File: src/rtl/vdma_rd_frame_requester_if.sv
// Read-scheduler client slot: burst request and address/size towards the scheduler,
// with ack, done and data-valid strobes coming back.
interface vdma_rd_frame_requester_if #(
  parameter int AXI_ADDR_WIDTH = 32
);
  logic                      req_o;
  logic [AXI_ADDR_WIDTH-1:0] rstart_addr_o;
  logic [7:0]                burst_size_o;
  logic                      ack_i;
  logic                      done_i;
  logic                      data_valid_i;

  modport master (output req_o, rstart_addr_o, burst_size_o,
                  input  ack_i, done_i, data_valid_i);
  modport slave  (input  req_o, rstart_addr_o, burst_size_o,
                  output ack_i, done_i, data_valid_i);
endinterface

File: src/rtl/vdma_rd_frame_requester.sv
// VDMA read-path frame requester: walks a frame line by line and issues one burst at a time.
// Optional beat-count checking is enabled by defining VDMA_RD_BEAT_CHECK_EN.
module vdma_rd_frame_requester #(
  parameter int AXI_ADDR_WIDTH = 32,
  parameter int BYTES_PER_BEAT = 8,
  parameter int HRES_WIDTH     = 16,
  parameter int VRES_WIDTH     = 16
) (
  input  logic                      sys_clk_i,
  input  logic                      reset_i,
  input  logic                      frame_start_i,
  input  logic [AXI_ADDR_WIDTH-1:0] frame_base_addr_i,
  input  logic [AXI_ADDR_WIDTH-1:0] line_stride_i,
  input  logic [HRES_WIDTH-1:0]     hres_beats_i,
  input  logic [VRES_WIDTH-1:0]     vres_i,
  input  logic [7:0]                max_burst_i,
  input  logic [HRES_WIDTH-1:0]     fifo_space_i,
  vdma_rd_frame_requester_if.master sched,
  output logic                      busy_o,
  output logic                      line_done_o,
  output logic                      frame_done_o,
  output logic                      error_o
);

  // len can reach 256, so keep at least 9 bits for it regardless of HRES_WIDTH
  localparam int LW         = (HRES_WIDTH > 9) ? HRES_WIDTH : 9;
  localparam int BEAT_SHIFT = $clog2(BYTES_PER_BEAT);

  typedef enum logic [2:0] {
    IDLE       = 3'd0,
    SETUP      = 3'd1,
    WAIT_SPACE = 3'd2,
    REQ        = 3'd3,
    WAIT_DONE  = 3'd4,
    LINE_END   = 3'd5
  } state_t;

  state_t                    state_r;
  logic [AXI_ADDR_WIDTH-1:0] stride_r;
  logic [AXI_ADDR_WIDTH-1:0] line_start_r;
  logic [AXI_ADDR_WIDTH-1:0] addr_r;
  logic [HRES_WIDTH-1:0]     hres_r;
  logic [HRES_WIDTH-1:0]     remaining_r;
  logic [VRES_WIDTH-1:0]     vres_r;
  logic [VRES_WIDTH-1:0]     line_cnt_r;
  logic [7:0]                max_burst_r;
  logic [LW-1:0]             len_r;

  logic [LW-1:0]             cap_s;
  logic [LW-1:0]             len_s;
  logic                      space_ok_s;
  logic [AXI_ADDR_WIDTH-1:0] step_s;
  logic                      last_burst_s;
  logic                      last_line_s;
  logic                      start_ok_s;
  logic                      done_evt_s;

  // Burst sizing, completion and frame-accept decode
  always_comb begin
    cap_s        = LW'(max_burst_r) + LW'(1'b1);
    len_s        = (LW'(remaining_r) < cap_s) ? LW'(remaining_r) : cap_s;
    space_ok_s   = (LW'(fifo_space_i) >= len_s);
    step_s       = AXI_ADDR_WIDTH'(len_r) << BEAT_SHIFT;
    last_burst_s = (LW'(remaining_r) == len_r);
    last_line_s  = ((line_cnt_r + VRES_WIDTH'(1'b1)) == vres_r);
    start_ok_s   = frame_start_i && (hres_beats_i != HRES_WIDTH'(1'b0)) &&
                   (vres_i != VRES_WIDTH'(1'b0));
    // ack and done in the same REQ cycle complete the burst directly
    done_evt_s   = sched.done_i && ((state_r == WAIT_DONE) ||
                                    ((state_r == REQ) && sched.ack_i));
  end

  // Frame/line/burst sequencer with registered outputs
  always_ff @(posedge sys_clk_i or negedge reset_i) begin
    if (!reset_i) begin
      state_r             <= IDLE;
      stride_r            <= '0;
      line_start_r        <= '0;
      addr_r              <= '0;
      hres_r              <= '0;
      remaining_r         <= '0;
      vres_r              <= '0;
      line_cnt_r          <= '0;
      max_burst_r         <= 8'd0;
      len_r               <= '0;
      sched.req_o         <= 1'b0;
      sched.rstart_addr_o <= '0;
      sched.burst_size_o  <= 8'd0;
      busy_o              <= 1'b0;
      line_done_o         <= 1'b0;
      frame_done_o        <= 1'b0;
    end else begin
      line_done_o  <= 1'b0;
      frame_done_o <= 1'b0;
      case (state_r)
        IDLE: begin
          if (start_ok_s) begin
            stride_r     <= line_stride_i;
            line_start_r <= frame_base_addr_i;
            hres_r       <= hres_beats_i;
            vres_r       <= vres_i;
            max_burst_r  <= max_burst_i;
            line_cnt_r   <= '0;
            busy_o       <= 1'b1;
            state_r      <= SETUP;
          end
        end
        SETUP: begin
          addr_r      <= line_start_r;
          remaining_r <= hres_r;
          state_r     <= WAIT_SPACE;
        end
        WAIT_SPACE: begin
          if (space_ok_s) begin
            len_r               <= len_s;
            sched.rstart_addr_o <= addr_r;
            sched.burst_size_o  <= 8'(len_s - LW'(1'b1));
            sched.req_o         <= 1'b1;
            state_r             <= REQ;
          end
        end
        REQ: begin
          if (sched.ack_i) begin
            sched.req_o <= 1'b0;
            state_r     <= WAIT_DONE;
          end
        end
        WAIT_DONE: begin
          state_r <= WAIT_DONE;
        end
        LINE_END: begin
          line_cnt_r <= line_cnt_r + VRES_WIDTH'(1'b1);
          if (last_line_s) begin
            busy_o  <= 1'b0;
            state_r <= IDLE;
          end else begin
            line_start_r <= line_start_r + stride_r;
            state_r      <= SETUP;
          end
        end
        default: begin
          sched.req_o <= 1'b0;
          busy_o      <= 1'b0;
          state_r     <= IDLE;
        end
      endcase

      // Completion overrides the per-state next state chosen above
      if (done_evt_s) begin
        addr_r      <= addr_r + step_s;
        remaining_r <= remaining_r - HRES_WIDTH'(len_r);
        if (last_burst_s) begin
          line_done_o  <= 1'b1;
          frame_done_o <= last_line_s;
          state_r      <= LINE_END;
        end else begin
          state_r <= WAIT_SPACE;
        end
      end
    end
  end

`ifdef VDMA_RD_BEAT_CHECK_EN
  logic [8:0] beat_cnt_r;
  logic [8:0] beat_cnt_s;

  // Beat count including a beat arriving in the current cycle
  always_comb begin
    beat_cnt_s = (sched.ack_i ? 9'd0 : beat_cnt_r) + 9'(sched.data_valid_i);
  end

  // Beat counter and sticky error, cleared by an accepted frame start
  always_ff @(posedge sys_clk_i or negedge reset_i) begin
    if (!reset_i) begin
      beat_cnt_r <= 9'd0;
      error_o    <= 1'b0;
    end else begin
      beat_cnt_r <= beat_cnt_s;
      if ((state_r == IDLE) && start_ok_s) begin
        error_o <= 1'b0;
      end else if (done_evt_s && (beat_cnt_s != (9'(sched.burst_size_o) + 9'd1))) begin
        error_o <= 1'b1;
      end
    end
  end
`else
  logic unused_data_valid_s;
  assign unused_data_valid_s = sched.data_valid_i;
  assign error_o             = 1'b0;
`endif

endmodule

File: src/flat_wrapper.sv
// flat-port wrapper written by rule: the top's interface ports become plain ports
module vdma_rd_frame_requester_flat 
#(
  parameter int AXI_ADDR_WIDTH = 32,
  parameter int BYTES_PER_BEAT = 8,
  parameter int HRES_WIDTH     = 16,
  parameter int VRES_WIDTH     = 16
)
  (sys_clk_i, reset_i, frame_start_i, frame_base_addr_i, line_stride_i, hres_beats_i, vres_i, max_burst_i, fifo_space_i, busy_o, line_done_o, frame_done_o, error_o, sched_req_o, sched_rstart_addr_o, sched_burst_size_o, sched_ack_i, sched_done_i, sched_data_valid_i);
  vdma_rd_frame_requester_if #(.AXI_ADDR_WIDTH(AXI_ADDR_WIDTH)) sched_i ();
  input  logic sys_clk_i;
  input  logic reset_i;
  input  logic frame_start_i;
  input  logic [AXI_ADDR_WIDTH-1:0] frame_base_addr_i;
  input  logic [AXI_ADDR_WIDTH-1:0] line_stride_i;
  input  logic [HRES_WIDTH-1:0] hres_beats_i;
  input  logic [VRES_WIDTH-1:0] vres_i;
  input  logic [7:0] max_burst_i;
  input  logic [HRES_WIDTH-1:0] fifo_space_i;
  output logic busy_o;
  output logic line_done_o;
  output logic frame_done_o;
  output logic error_o;
  output wire logic [$bits(sched_i.req_o)-1:0] sched_req_o;
  output wire logic [$bits(sched_i.rstart_addr_o)-1:0] sched_rstart_addr_o;
  output wire logic [$bits(sched_i.burst_size_o)-1:0] sched_burst_size_o;
  input wire logic [$bits(sched_i.ack_i)-1:0] sched_ack_i;
  input wire logic [$bits(sched_i.done_i)-1:0] sched_done_i;
  input wire logic [$bits(sched_i.data_valid_i)-1:0] sched_data_valid_i;
  assign sched_req_o = sched_i.req_o;
  assign sched_rstart_addr_o = sched_i.rstart_addr_o;
  assign sched_burst_size_o = sched_i.burst_size_o;
  assign sched_i.ack_i = sched_ack_i;
  assign sched_i.done_i = sched_done_i;
  assign sched_i.data_valid_i = sched_data_valid_i;
  vdma_rd_frame_requester #(.AXI_ADDR_WIDTH(AXI_ADDR_WIDTH), .BYTES_PER_BEAT(BYTES_PER_BEAT), .HRES_WIDTH(HRES_WIDTH), .VRES_WIDTH(VRES_WIDTH)) u_core (.sys_clk_i(sys_clk_i), .reset_i(reset_i), .frame_start_i(frame_start_i), .frame_base_addr_i(frame_base_addr_i), .line_stride_i(line_stride_i), .hres_beats_i(hres_beats_i), .vres_i(vres_i), .max_burst_i(max_burst_i), .fifo_space_i(fifo_space_i), .sched(sched_i), .busy_o(busy_o), .line_done_o(line_done_o), .frame_done_o(frame_done_o), .error_o(error_o));
endmodule
File: config.mk
export PLATFORM = sky130hd
export DESIGN_NAME = vdma_rd_frame_requester_flat
export DESIGN_NICKNAME = d
export VERILOG_FILES = /design/src/rtl/vdma_rd_frame_requester_if.sv /design/src/rtl/vdma_rd_frame_requester.sv /design/src/flat_wrapper.sv
export SDC_FILE = /design/constraint.sdc
export NUM_CORES = 1
export LEC_CHECK = 0
export CAP_MARGIN = 20
export CELL_PAD_IN_SITES_DETAIL_PLACEMENT = 0
export CELL_PAD_IN_SITES_GLOBAL_PLACEMENT = 2
export CORE_MARGIN = 3
export CORE_UTILIZATION = 33
export CTS_CLUSTER_DIAMETER = 30
export DETAILED_ROUTE_END_ITERATION = 6
export HOLD_SLACK_MARGIN = 0.05
export MAX_ROUTING_LAYER = met4
export PLACE_DENSITY_LB_ADDON = 0.1
export SLEW_MARGIN = 5
export SYNTH_ARGS = -nofsm -noshare
export SYNTH_HDL_FRONTEND = slang
export SYNTH_SLANG_ARGS = --single-unit
File: constraint.sdc
create_clock -name sys_clk_i -period 8.2 [get_ports sys_clk_i]
set_input_delay 1.23 -clock sys_clk_i [delete_from_list [all_inputs] [get_ports sys_clk_i]]
set_output_delay 1.23 -clock sys_clk_i [all_outputs]
set_load 0.005 [all_outputs]
Word-level counts from Yosys, hierarchy flattened
Cells that the tools add are included.
{"block": "word_totals", "register_bits": 231, "output_inout_bits": 45, "wordCells": 87}
{"block": "op_classes", "add_sub_neg": 6, "magnitude_cmp": 2, "n_eq_ne": 15, "n_mux": 27, "bitwise": 2, "n_reduce_logical": 19}
{"cell": "$mux 32", "count": 4}
{"cell": "$mux 16", "count": 4}
{"cell": "$pmux 32 s2", "count": 1}
{"cell": "$add 32x19->32", "count": 1}
{"cell": "$add 32x32->32", "count": 1}
{"cell": "$eq 16x16->1", "count": 2}
{"cell": "$pmux 16 s2", "count": 1}
{"cell": "$reduce_bool 16->1", "count": 2}
{"cell": "$pmux 3 s6", "count": 1}
{"cell": "$add 16x1->16 const B", "count": 1}
{"cell": "$ge 16x16->1", "count": 1}
{"cell": "$lt 16x16->1", "count": 1}
{"cell": "$sub 16x16->16", "count": 1}
{"cell": "$mux 3", "count": 5}
{"cell": "$reduce_and 3->1", "count": 4}
{"cell": "$add 8x1->9 const B", "count": 1}
{"cell": "$mux 1", "count": 9}
{"cell": "$reduce_or 4->1", "count": 2}
{"cell": "$sub 8x1->8 const B", "count": 1}
{"cell": "$eq 3x2->1 const B", "count": 2}
{"cell": "$eq 3x3->1 const B", "count": 2}
{"cell": "$ne 2x1->1 const B", "count": 3}
{"cell": "$ne 3x1->1 const B", "count": 2}
{"cell": "$pmux 1 s3", "count": 2}
{"cell": "other kinds (9)", "count": 17}

Longest topological paths before layout
Gate-level depths: netlist of the first run.
{"block": "depth", "word_depth": 7, "mapped_depth": 27}

Worst setup path before layout of the first run
Ideal clock, no wire load.
{"block": "synth_timing", "path_type": "reg-to-reg", "start": "reg u_core.max_burst_r[3]", "end": "reg u_core.sched.rstart_addr_o[10]", "arrival_time_ns": 4.329, "t_required_ns": 8.075, "path_slack_ns": 3.746, "path_stages_with_launch": 26, "path_buffers": 3, "period_less_slack_ns": 4.454, "path_cell_list": "dfrtp_1 > nand2_1 > nor2_1 > and2_1 > nand3_1 > xnor2_1 > inv_1 > ha_1 > a21oi_1 > o211ai_1 > a31oi_1 > nand3_1 > clkbuf_1 > o21ai_0 > ha_1 > a21o_1 > a21o_1 > a21oi_1 > nor2_1 > a211oi_1 > o211a_1 > o31ai_4 > and2b_1 > buf_4 > buf_6 > mux2_2"}
{"block": "synth_via", "elab_chain_cells": 5}
{"element": "start, declared", "line": "vdma_rd_frame_requester.sv:46", "text": "logic [7:0] max_burst_r;"}
{"element": "start signal, assigned", "line": "vdma_rd_frame_requester.sv:102", "text": "max_burst_r <= max_burst_i;"}
{"element": "$add 8x1->9 *", "line": "vdma_rd_frame_requester.sv:60", "text": "cap_s = LW'(max_burst_r) + LW'(1'b1);"}
{"element": "$lt 16x16->1", "line": "vdma_rd_frame_requester.sv:61", "text": "len_s = (LW'(remaining_r) < cap_s) ? LW'(remaining_r) : cap_s;"}
{"element": "$mux 16 *", "line": "vdma_rd_frame_requester.sv:61"}
{"element": "$ge 16x16->1 *", "line": "vdma_rd_frame_requester.sv:62", "text": "space_ok_s = (LW'(fifo_space_i) >= len_s);"}
{"element": "$reduce_and 2->1 (no line) *"}
{"element": "end signal, assigned", "line": "vdma_rd_frame_requester.sv:116", "text": "sched.rstart_addr_o <= addr_r;"}
{"element": "end, declared", "line": "vdma_rd_frame_requester_if.sv:13", "text": "modport master (output req_o, rstart_addr_o, burst_size_o,"}
Mark *: on every way between the ends. The rest lies on a longest branch, timed or not.
A chain may end at the register's enable or synchronous reset.

Worst setup path after layout of the first run
{"block": "layout_timing", "start": "reg u_core.max_burst_r[3]", "end": "reg u_core.sched.rstart_addr_o[15]"}
Same word-level chain as after synthesis.

==> results of run 1 <==
-- per-stage QoR --
step	setup WS (ns)	hold WS (ns)
after floorplan	3.746	0.4402
after global placement	1.933	0.4537
after detailed placement	1.894	0.4622
after CTS	1.869	0.4720
after global routing	1.353	0.5074
final	1.939	0.4638
-- metal layers --
layer,part of all wire [%],GRT usage [%]
met1,48,26.29
met2,47,30.81
met3,3.5,3.557
met4,1.6,5.312
met5,0,-
-- registers in the layout, indices dropped and copies added, names as in the netlist, 3 cells and up --
name / count
u_core.addr_r: 32
u_core.line_start_r: 32
u_core.sched.rstart_addr_o: 32
u_core.stride_r: 32
u_core.hres_r: 16
u_core.len_r: 16
u_core.line_cnt_r: 16
u_core.remaining_r: 16
u_core.vres_r: 16
u_core.max_burst_r: 8
u_core.sched.burst_size_o: 8
u_core.state_r: 3
-- layout make-up --
type                       instances  area (µm²)
fill                            4035       22580
multi-input combinational       1066        7569
sequential                       231        5781
clock buffer                     102        2151
timing repair buffer             177        1767
tap                              532       665.6
clock inverter                    31       367.9
inverter                          60       225.2
-- power breakdown --
group	leakage [nW]	internal, mW	switching [mW]	total, mW
combinational	4.08	1.69	1.78	3.46
sequential	2.84	1.67	0.585	2.25
clock	1.25	2.05	0.774	2.82
total	8.17	5.41	3.14	8.54
-- logic make-up (layout without fill, tap and decap cells) --
family / Yosys count / count (layout)
flops: 231 / 231
xor+xnor: 75 / 75
fa+ha+maj: 90 / 90
mux: 119 / 119
other cells: 2 / 8
compound gates: 374 / 374
simple gates: 400 / 400
buf+inv: 119 / 370
-- worst paths after layout --
check,startpoint,endpoint,slack [ns]
hold reg to reg,u_core.sched.burst_size_o[5],u_core.sched.burst_size_o[5],0.46
setup reg to reg,u_core.max_burst_r[3],u_core.sched.rstart_addr_o[15],1.94
min in group asynchronous,reset_i,u_core.sched.burst_size_o[2],0.72
setup / recovery,u_core.max_burst_r[3],u_core.sched.rstart_addr_o[15],1.94
hold / removal,u_core.sched.burst_size_o[5],u_core.sched.burst_size_o[5],0.46
max in group asynchronous,reset_i,u_core.line_start_r[12],6.25
-- critical path: stages, from the launching register on --
cell and delay, ns:
sky130_fd_sc_hd__dfrtp_1 0.39, sky130_fd_sc_hd__nand2_1 0.08, sky130_fd_sc_hd__nor2_1 0.13, sky130_fd_sc_hd__and2_1 0.16
sky130_fd_sc_hd__nand3_1 0.09, sky130_fd_sc_hd__xnor2_1 0.31, sky130_fd_sc_hd__inv_1 0.08, sky130_fd_sc_hd__ha_1 0.29
sky130_fd_sc_hd__a21oi_1 0.15, sky130_fd_sc_hd__o211ai_1 0.09, sky130_fd_sc_hd__a31oi_1 0.18, sky130_fd_sc_hd__nand3_1 0.61
sky130_fd_sc_hd__o21ai_0 0.75, sky130_fd_sc_hd__ha_1 0.23, sky130_fd_sc_hd__nand4_1 0.10, sky130_fd_sc_hd__nor3_1 0.27
sky130_fd_sc_hd__nand2_1 0.15, sky130_fd_sc_hd__o31ai_4 0.37, sky130_fd_sc_hd__and2b_2 0.86, sky130_fd_sc_hd__buf_4 0.42
sky130_fd_sc_hd__mux2_2 0.36
-- synth_stat cells, types with 8 or more instances --
library cell               count  area [µm²]
sky130_fd_sc_hd__and3_1       19       118.9
sky130_fd_sc_hd__xor2_1       26       227.7
sky130_fd_sc_hd__inv_1        60       225.2
sky130_fd_sc_hd__o211ai_1     17       127.6
sky130_fd_sc_hd__o31ai_1      10       75.07
sky130_fd_sc_hd__ha_1         87        1089
sky130_fd_sc_hd__nand4_1      21       131.4
sky130_fd_sc_hd__a21o_1       24       180.2
sky130_fd_sc_hd__dfrtp_1     231        5781
sky130_fd_sc_hd__clkbuf_1     41       153.9
sky130_fd_sc_hd__a21oi_1      95       475.5
sky130_fd_sc_hd__xnor2_1      48       420.4
sky130_fd_sc_hd__a31oi_1      16       100.1
sky130_fd_sc_hd__nand3_1      34       170.2
sky130_fd_sc_hd__o21ai_0     109       545.5
sky130_fd_sc_hd__a22oi_1      25       187.7
sky130_fd_sc_hd__and2_1        9       56.30
sky130_fd_sc_hd__mux2_2      107        1205
sky130_fd_sc_hd__nor4_1       16       100.1
sky130_fd_sc_hd__a221o_1       8       80.08
sky130_fd_sc_hd__nand2_1     120       450.4
sky130_fd_sc_hd__nor3_1       26       130.1
sky130_fd_sc_hd__buf_2        10       50.05
sky130_fd_sc_hd__o21a_1       10       75.07
sky130_fd_sc_hd__nand2b_1      9       56.30
sky130_fd_sc_hd__mux2i_1      12       120.1
sky130_fd_sc_hd__nor2b_1      16       100.1
sky130_fd_sc_hd__nor2_1       93       349.1
==> impl_metrics.prom, run 1 <==
# TYPE chip_impl_metric gauge
chip_impl_info{name="outcome",value="finished, final reports clean"} 1
chip_impl_metric{name="synth_sequential_area_ratio",unit="%"} 41.88
chip_impl_metric{name="finalHoldViolCount",unit=""} 0
chip_impl_metric{name="drc",unit=""} 0
chip_impl_metric{name="synth-edff-count",unit=""} 0
chip_impl_metric{name="detailedRoute.firstIterationViolations",unit=""} 584
chip_impl_info{name="layout.cells.most_common",value="sky130_fd_sc_hd__dfrtp_1"} 1
chip_impl_metric{name="drt_pre_antenna_iters",unit=""} 5
chip_impl_metric{name="numPlacedInstances",unit=""} 2066
chip_impl_metric{name="start_util",unit="%"} 33.58
chip_impl_metric{name="floorplan.die.width",unit="µm"} 210.5
chip_impl_metric{name="critical_path_required",unit="ns"} 8.63
chip_impl_metric{name="post_synth_mux_area_share",unit="%"} 9.599
chip_impl_metric{name="finalNetCount",unit=""} 1825
chip_impl_metric{name="worstPathMaxFanout",unit=""} 38
chip_impl_metric{name="slew_headroom",unit="%"} 34.32
chip_impl_metric{name="num_io_pins",unit=""} 171
chip_impl_metric{name="yosys.area_share.xor_xnor",unit="%"} 4.859
chip_impl_metric{name="timing.final.max_slew_violations",unit=""} 0
chip_impl_metric{name="period_minus_slack",unit="ns"} 6.261
chip_impl_metric{name="async_s_r_ff_share_synth",unit="%"} 100.0
chip_impl_metric{name="routed_wl",unit="µm"} 41950
chip_impl_metric{name="flow.area_growth_from_synthesis",unit="%"} 34.21
chip_impl_metric{name="worstHoldPathCells",unit=""} 2
chip_impl_metric{name="ff2ff_path_depth",unit=""} 20
chip_impl_metric{name="dp_hpwl",unit="µm"} 29740
chip_impl_info{name="type_of_element_launching_the_critical_path",value="register"} 1
chip_impl_metric{name="routed_via_density",unit=""} 5.101
chip_impl_info{name="worst-setup-path-type",value="reg -> reg"} 1
chip_impl_metric{name="globalRouteOverflowTotal",unit=""} 0
chip_impl_metric{name="clock_skew_after_layout",unit="ns"} 0.02169
chip_impl_metric{name="number_of_warnings_issued_by_yosys",unit=""} 0
chip_impl_metric{name="core.rowCount",unit=""} 74
chip_impl_metric{name="cap_violations",unit=""} 0
chip_impl_metric{name="cts_made_buffers",unit=""} 73
chip_impl_metric{name="clock_sink_count",unit=""} 231
chip_impl_metric{name="detailroute.via_count",unit=""} 11220
chip_impl_metric{name="gr-usage-all-layers",unit="%"} 19.64
chip_impl_metric{name="htree_num_levels",unit=""} 3
chip_impl_metric{name="p_leak",unit="nW"} 8.174
chip_impl_metric{name="netlist_instances",unit=""} 1410
chip_impl_info{name="hold_path.class",value="reg -> reg"} 1
chip_impl_info{name="dominant_combinational_cell_family_by_area_after_synthesis",value="compound AO/OA/AOI/OAI gates"} 1
chip_impl_metric{name="synth_simple_gate_area_share",unit="%"} 14.38
chip_impl_metric{name="port_buffers",unit=""} 168
chip_impl_metric{name="grt_first_pass_wirelength",unit="µm"} 66050
chip_impl_info{name="root_buffer",value="sky130_fd_sc_hd__clkbuf_16"} 1
chip_impl_metric{name="cts_post_setup_buffers_inserted",unit=""} 0
chip_impl_metric{name="layoutNonFillerInstCount",unit=""} 2199
chip_impl_metric{name="final_util",unit="%"} 45.06
chip_impl_metric{name="totalNegativeSetupSlack",unit="ns"} 0
chip_impl_metric{name="timing_worst_slew_pin_value",unit="ns"} 0.9852
chip_impl_metric{name="synth_compound_area_share",unit="%"} 17.30
chip_impl_metric{name="synth-seq-cells",unit=""} 231
chip_impl_metric{name="vdd.ir_drop.worst",unit="V"} 0.0001679
chip_impl_metric{name="fin_total_pwr",unit="mW"} 8.542
chip_impl_metric{name="gp_weighted_congestion",unit=""} 0.8334
chip_impl_metric{name="synth_area",unit="µm²"} 13800
chip_impl_metric{name="post-route-period-util",unit="%"} 76.35
chip_impl_metric{name="die-height",unit="µm"} 210.5
chip_impl_metric{name="cts.reportedPaths.clkPinSlew",unit="ns"} 0.04
chip_impl_metric{name="grt_antenna_before_repair",unit=""} 1
chip_impl_metric{name="timing.final.setup_violations",unit=""} 0
chip_impl_metric{name="postCtsResizedCells",unit=""} 0
chip_impl_metric{name="final_design_area_no_fill",unit="µm²"} 18530
chip_impl_metric{name="synth.lib_cells_used.distinct",unit=""} 78
chip_impl_metric{name="drive_above_1_share",unit="%"} 15.60
chip_impl_metric{name="avgSynthCellArea",unit="µm²"} 9.790
chip_impl_metric{name="via_count_of_the_first_global_routing_pass",unit=""} 11520
chip_impl_metric{name="cts_hold_repair.buffers",unit=""} 0
chip_impl_metric{name="routed_wire_length_per_instance",unit="µm"} 19.08
chip_impl_info{name="worst_setup_end_kind",value="register"} 1
chip_impl_metric{name="maximum_number_of_pins_on_one_net_before_global_route_repair",unit=""} 126
chip_impl_info{name="rsz0062_at_grt",value="no"} 1
chip_impl_metric{name="p_per_area",unit="nW/µm²"} 461.1
chip_impl_info{name="tritoncts",value="yes"} 1
chip_impl_metric{name="floorplan.core_area",unit="µm²"} 41110
chip_impl_metric{name="arrival",unit="ns"} 6.70
chip_impl_info{name="synth-main-ff-cell",value="sky130_fd_sc_hd__dfrtp_1"} 1
chip_impl_metric{name="clkLatencyLatePin",unit="ns"} 0.56
chip_impl_info{name="commonest_non_fill_non_tap_cells_in_the_layout",value="sky130_fd_sc_hd__dfrtp_1, sky130_fd_sc_hd__clkdlybuf4s50_1, sky130_fd_sc_hd__nand2_1, sky130_fd_sc_hd__o21ai_0, sky130_fd_sc_hd__mux2_2"} 1
chip_impl_metric{name="postRouteAntennaNets",unit=""} 0
chip_impl_metric{name="synthAdderAreaFrac",unit="%"} 8.321
chip_impl_metric{name="timing.fmax",unit="MHz"} 159.7
chip_impl_metric{name="die_area",unit="µm²"} 44320
chip_impl_metric{name="clockBufferDepth",unit=""} 3
chip_impl_metric{name="dpl-instance-area",unit="µm²"} 16010
chip_impl_metric{name="n_antenna_cell",unit=""} 0
(Power assumes the default switching activity.)
==> inputs of run 2 (changes only) <==
CORE_UTILIZATION = 32   (was 33)
clock period = 5.4 ns   (was 8.2 ns; I/O delays follow)
==> impl_metrics.prom, run 2 (synthesis gave the netlist of run 1 again) <==
# TYPE chip_impl_metric gauge
chip_impl_metric{name="timing.final.max_slew_violations",unit=""} 0
chip_impl_metric{name="cts_hold_repair.buffers",unit=""} 0
chip_impl_metric{name="start_util",unit="%"} 32.61
chip_impl_metric{name="detailroute.via_count",unit=""} 11390
chip_impl_metric{name="routed_wire_length_per_instance",unit="µm"} 19.01
chip_impl_metric{name="cap_violations",unit=""} 0
chip_impl_metric{name="clkLatencyLatePin",unit="ns"} 0.57
chip_impl_metric{name="final_util",unit="%"} 44.11
chip_impl_metric{name="drc",unit=""} 0
chip_impl_metric{name="floorplan.core_area",unit="µm²"} 42320
chip_impl_metric{name="timing_worst_slew_pin_value",unit="ns"} 0.9097
chip_impl_metric{name="detailedRoute.firstIterationViolations",unit=""} 553
chip_impl_info{name="layout.cells.most_common",value="sky130_fd_sc_hd__dfrtp_1"} 1
chip_impl_info{name="outcome",value="finished, final reports clean"} 1
chip_impl_metric{name="worstPathMaxFanout",unit=""} 56
chip_impl_info{name="type_of_element_launching_the_critical_path",value="register"} 1
chip_impl_metric{name="p_sw",unit="mW"} 4.785
chip_impl_metric{name="totalNegativeSetupSlack",unit="ns"} 0
chip_impl_metric{name="via_count_of_the_first_global_routing_pass",unit=""} 11830
chip_impl_info{name="hold_path.class",value="in -> async"} 1
chip_impl_metric{name="cts_post_setup_buffers_inserted",unit=""} 0
chip_impl_info{name="commonest_non_fill_non_tap_cells_in_the_layout",value="sky130_fd_sc_hd__dfrtp_1, sky130_fd_sc_hd__clkdlybuf4s50_1, sky130_fd_sc_hd__nand2_1, sky130_fd_sc_hd__o21ai_0, sky130_fd_sc_hd__mux2_2"} 1
chip_impl_metric{name="drt_pre_antenna_iters",unit=""} 5
chip_impl_metric{name="timing.final.setup_violations",unit=""} 0
chip_impl_metric{name="htree_num_levels",unit=""} 3
chip_impl_metric{name="slew_headroom",unit="%"} 39.35
chip_impl_metric{name="cell_internal_pwr",unit="mW"} 8.288
chip_impl_metric{name="postRouteAntennaNets",unit=""} 0
chip_impl_metric{name="gr-usage-all-layers",unit="%"} 19.54
chip_impl_metric{name="postCtsResizedCells",unit=""} 0
chip_impl_metric{name="finalNetCount",unit=""} 1832
chip_impl_metric{name="die-height",unit="µm"} 213.7
chip_impl_metric{name="p_leak",unit="nW"} 8.203
chip_impl_metric{name="grt_first_pass_wirelength",unit="µm"} 66740
chip_impl_metric{name="finalHoldViolCount",unit=""} 0
chip_impl_metric{name="fin_total_pwr",unit="mW"} 13.07
chip_impl_metric{name="die_area",unit="µm²"} 45660
chip_impl_metric{name="dp_hpwl",unit="µm"} 30650
chip_impl_metric{name="n_fill_cell",unit=""} 4116
chip_impl_metric{name="netSwitchingFraction",unit="%"} 36.60
chip_impl_metric{name="flow.area_growth_from_synthesis",unit="%"} 35.23
chip_impl_metric{name="n_antenna_cell",unit=""} 0
chip_impl_metric{name="globalRouteOverflowTotal",unit=""} 0
chip_impl_metric{name="ff2ff_path_depth",unit=""} 22
chip_impl_metric{name="routed_wl",unit="µm"} 42710
chip_impl_metric{name="numPlacedInstances",unit=""} 2119
chip_impl_info{name="worst_setup_end_kind",value="register"} 1
chip_impl_metric{name="p_per_area",unit="nW/µm²"} 700.4
chip_impl_metric{name="num_io_pins",unit=""} 171
chip_impl_metric{name="final-seq-area",unit="µm²"} 5781
chip_impl_metric{name="drive_above_1_share",unit="%"} 15.87
chip_impl_info{name="root_buffer",value="sky130_fd_sc_hd__clkbuf_16"} 1
chip_impl_info{name="tritoncts",value="yes"} 1
chip_impl_metric{name="post-route-period-util",unit="%"} 90.68
chip_impl_metric{name="gp_weighted_congestion",unit=""} 0.8527
chip_impl_metric{name="arrival",unit="ns"} 5.34
chip_impl_metric{name="clock_skew_after_layout",unit="ns"} 0.01110
chip_impl_metric{name="floorplan.die.width",unit="µm"} 213.7
chip_impl_metric{name="cts_made_buffers",unit=""} 72
chip_impl_metric{name="maximum_number_of_pins_on_one_net_before_global_route_repair",unit=""} 110
chip_impl_metric{name="layoutNonFillerInstCount",unit=""} 2247
chip_impl_metric{name="pwr-share-seq",unit="%"} 26.2
chip_impl_metric{name="critical_path_required",unit="ns"} 5.84
chip_impl_metric{name="port_buffers",unit=""} 168
chip_impl_metric{name="grt_antenna_before_repair",unit=""} 1
chip_impl_metric{name="routed_via_density",unit=""} 5.069
chip_impl_metric{name="clockBufferDepth",unit=""} 3
chip_impl_metric{name="period_minus_slack",unit="ns"} 4.897
chip_impl_metric{name="vdd.ir_drop.worst",unit="V"} 0.0002524
chip_impl_metric{name="p_comb_share",unit="%"} 40.6
chip_impl_metric{name="cts.reportedPaths.clkPinSlew",unit="ns"} 0.04
chip_impl_info{name="worst-setup-path-type",value="reg -> reg"} 1
chip_impl_metric{name="timing.fmax",unit="MHz"} 204.2
chip_impl_metric{name="clock_power_share",unit="%"} 33.2
chip_impl_metric{name="core.rowCount",unit=""} 75
chip_impl_metric{name="multi_input_comb_area",unit="µm²"} 7569
chip_impl_metric{name="clock_sink_count",unit=""} 231
chip_impl_info{name="rsz0062_at_grt",value="no"} 1
[run 2: cell types whose count changed in the layout (fill, tap and decap cells not counted), moves of 2 or more]
| cell | delta |
|---|---|
| sky130_fd_sc_hd__buf_4 | +7 |
| sky130_fd_sc_hd__clkinv_2 | -7 |
| sky130_fd_sc_hd__clkbuf_16 | -5 |
| sky130_fd_sc_hd__bufinv_16 | +4 |
| sky130_fd_sc_hd__clkinv_8 | +3 |
| sky130_fd_sc_hd__clkbuf_1 | -2 |
| sky130_fd_sc_hd__inv_6 | +2 |
[run 2: path summary, 6_finish.rpt]
check                                      startpoint                            end  slack [ns]
worst max register to register  u_core.max_burst_r[3]  u_core.sched.rstart_addr_o[7]        0.50
worst min register to register       u_core.addr_r[0]               u_core.addr_r[0]        0.47
max in group asynchronous                     reset_i             u_core.sched.req_o        3.95
min in group sys_clk_i               u_core.addr_r[0]               u_core.addr_r[0]        0.47
worst max-delay path            u_core.max_burst_r[3]  u_core.sched.rstart_addr_o[7]        0.50
worst min-delay path                          reset_i   u_core.sched.burst_size_o[6]        0.34
[run 2: layout make-up]
type,count,area share (%)
Sequential cell,231,30.97
Multi-Input combinational cell,1066,40.55
Timing Repair Buffer,185,9.853
Tap cell,577,3.868
Clock inverter,34,2.822
Inverter,60,1.207
Clock buffer,94,10.74
[run 2: worst max-delay path: stages, from the launching register on]
cell and delay (ns):
sky130_fd_sc_hd__dfrtp_1 0.39, sky130_fd_sc_hd__nand2_1 0.09, sky130_fd_sc_hd__nor2_1 0.14, sky130_fd_sc_hd__and2_1 0.16
sky130_fd_sc_hd__nand3_1 0.09, sky130_fd_sc_hd__xnor2_1 0.26, sky130_fd_sc_hd__inv_1 0.08, sky130_fd_sc_hd__ha_1 0.28
sky130_fd_sc_hd__a21oi_1 0.15, sky130_fd_sc_hd__o211ai_1 0.09, sky130_fd_sc_hd__a31oi_1 0.18, sky130_fd_sc_hd__nand3_1 0.21
sky130_fd_sc_hd__buf_4 0.26, sky130_fd_sc_hd__nand2_1 0.07, sky130_fd_sc_hd__o21ai_0 0.12, sky130_fd_sc_hd__ha_1 0.31
sky130_fd_sc_hd__nand4_1 0.09, sky130_fd_sc_hd__nor3_1 0.30, sky130_fd_sc_hd__nand2_1 0.15, sky130_fd_sc_hd__o31ai_4 0.39
sky130_fd_sc_hd__and2b_2 0.23, sky130_fd_sc_hd__buf_12 0.30, sky130_fd_sc_hd__mux2_2 0.38
[run 2: through the flow]
stage	cell area [µm²]	hold WS, ns	setup slack, ns
2_1_floorplan	13830	0.4402	0.9464
3_3_place_gp	16140	0.4567	0.5331
3_5_place_dp	16140	0.4623	0.5125
4_1_cts	18670	0.3566	0.4972
5_1_grt	18670	0.3916	0.05575
6_report	18670	0.3432	0.5030
[run 2: power by group through the flow]
stage / registers, mW / logic, mW / clock network [mW]
2_1_floorplan: 3.02 / 4.00 / 0
3_3_place_gp: 3.45 / 5.31 / 0
3_5_place_dp: 3.46 / 5.34 / 0
4_1_cts: 3.45 / 5.37 / 4.44
5_1_grt: 3.54 / 6.03 / 4.54
6_report: 3.43 / 5.31 / 4.34
[run 2: layer usage]
| metal | track usage, % | vias to the layer above | routed length (µm) |
|---|---|---|---|
| met5 | - | - | 0 |
| met4 | 5.766 | 0 | 962 |
| met3 | 3.745 | 73 | 1536 |
| met2 | 30.83 | 218 | 19850 |
| met1 | 25.71 | 5506 | 20360 |
| li1 | - | 5593 | - |
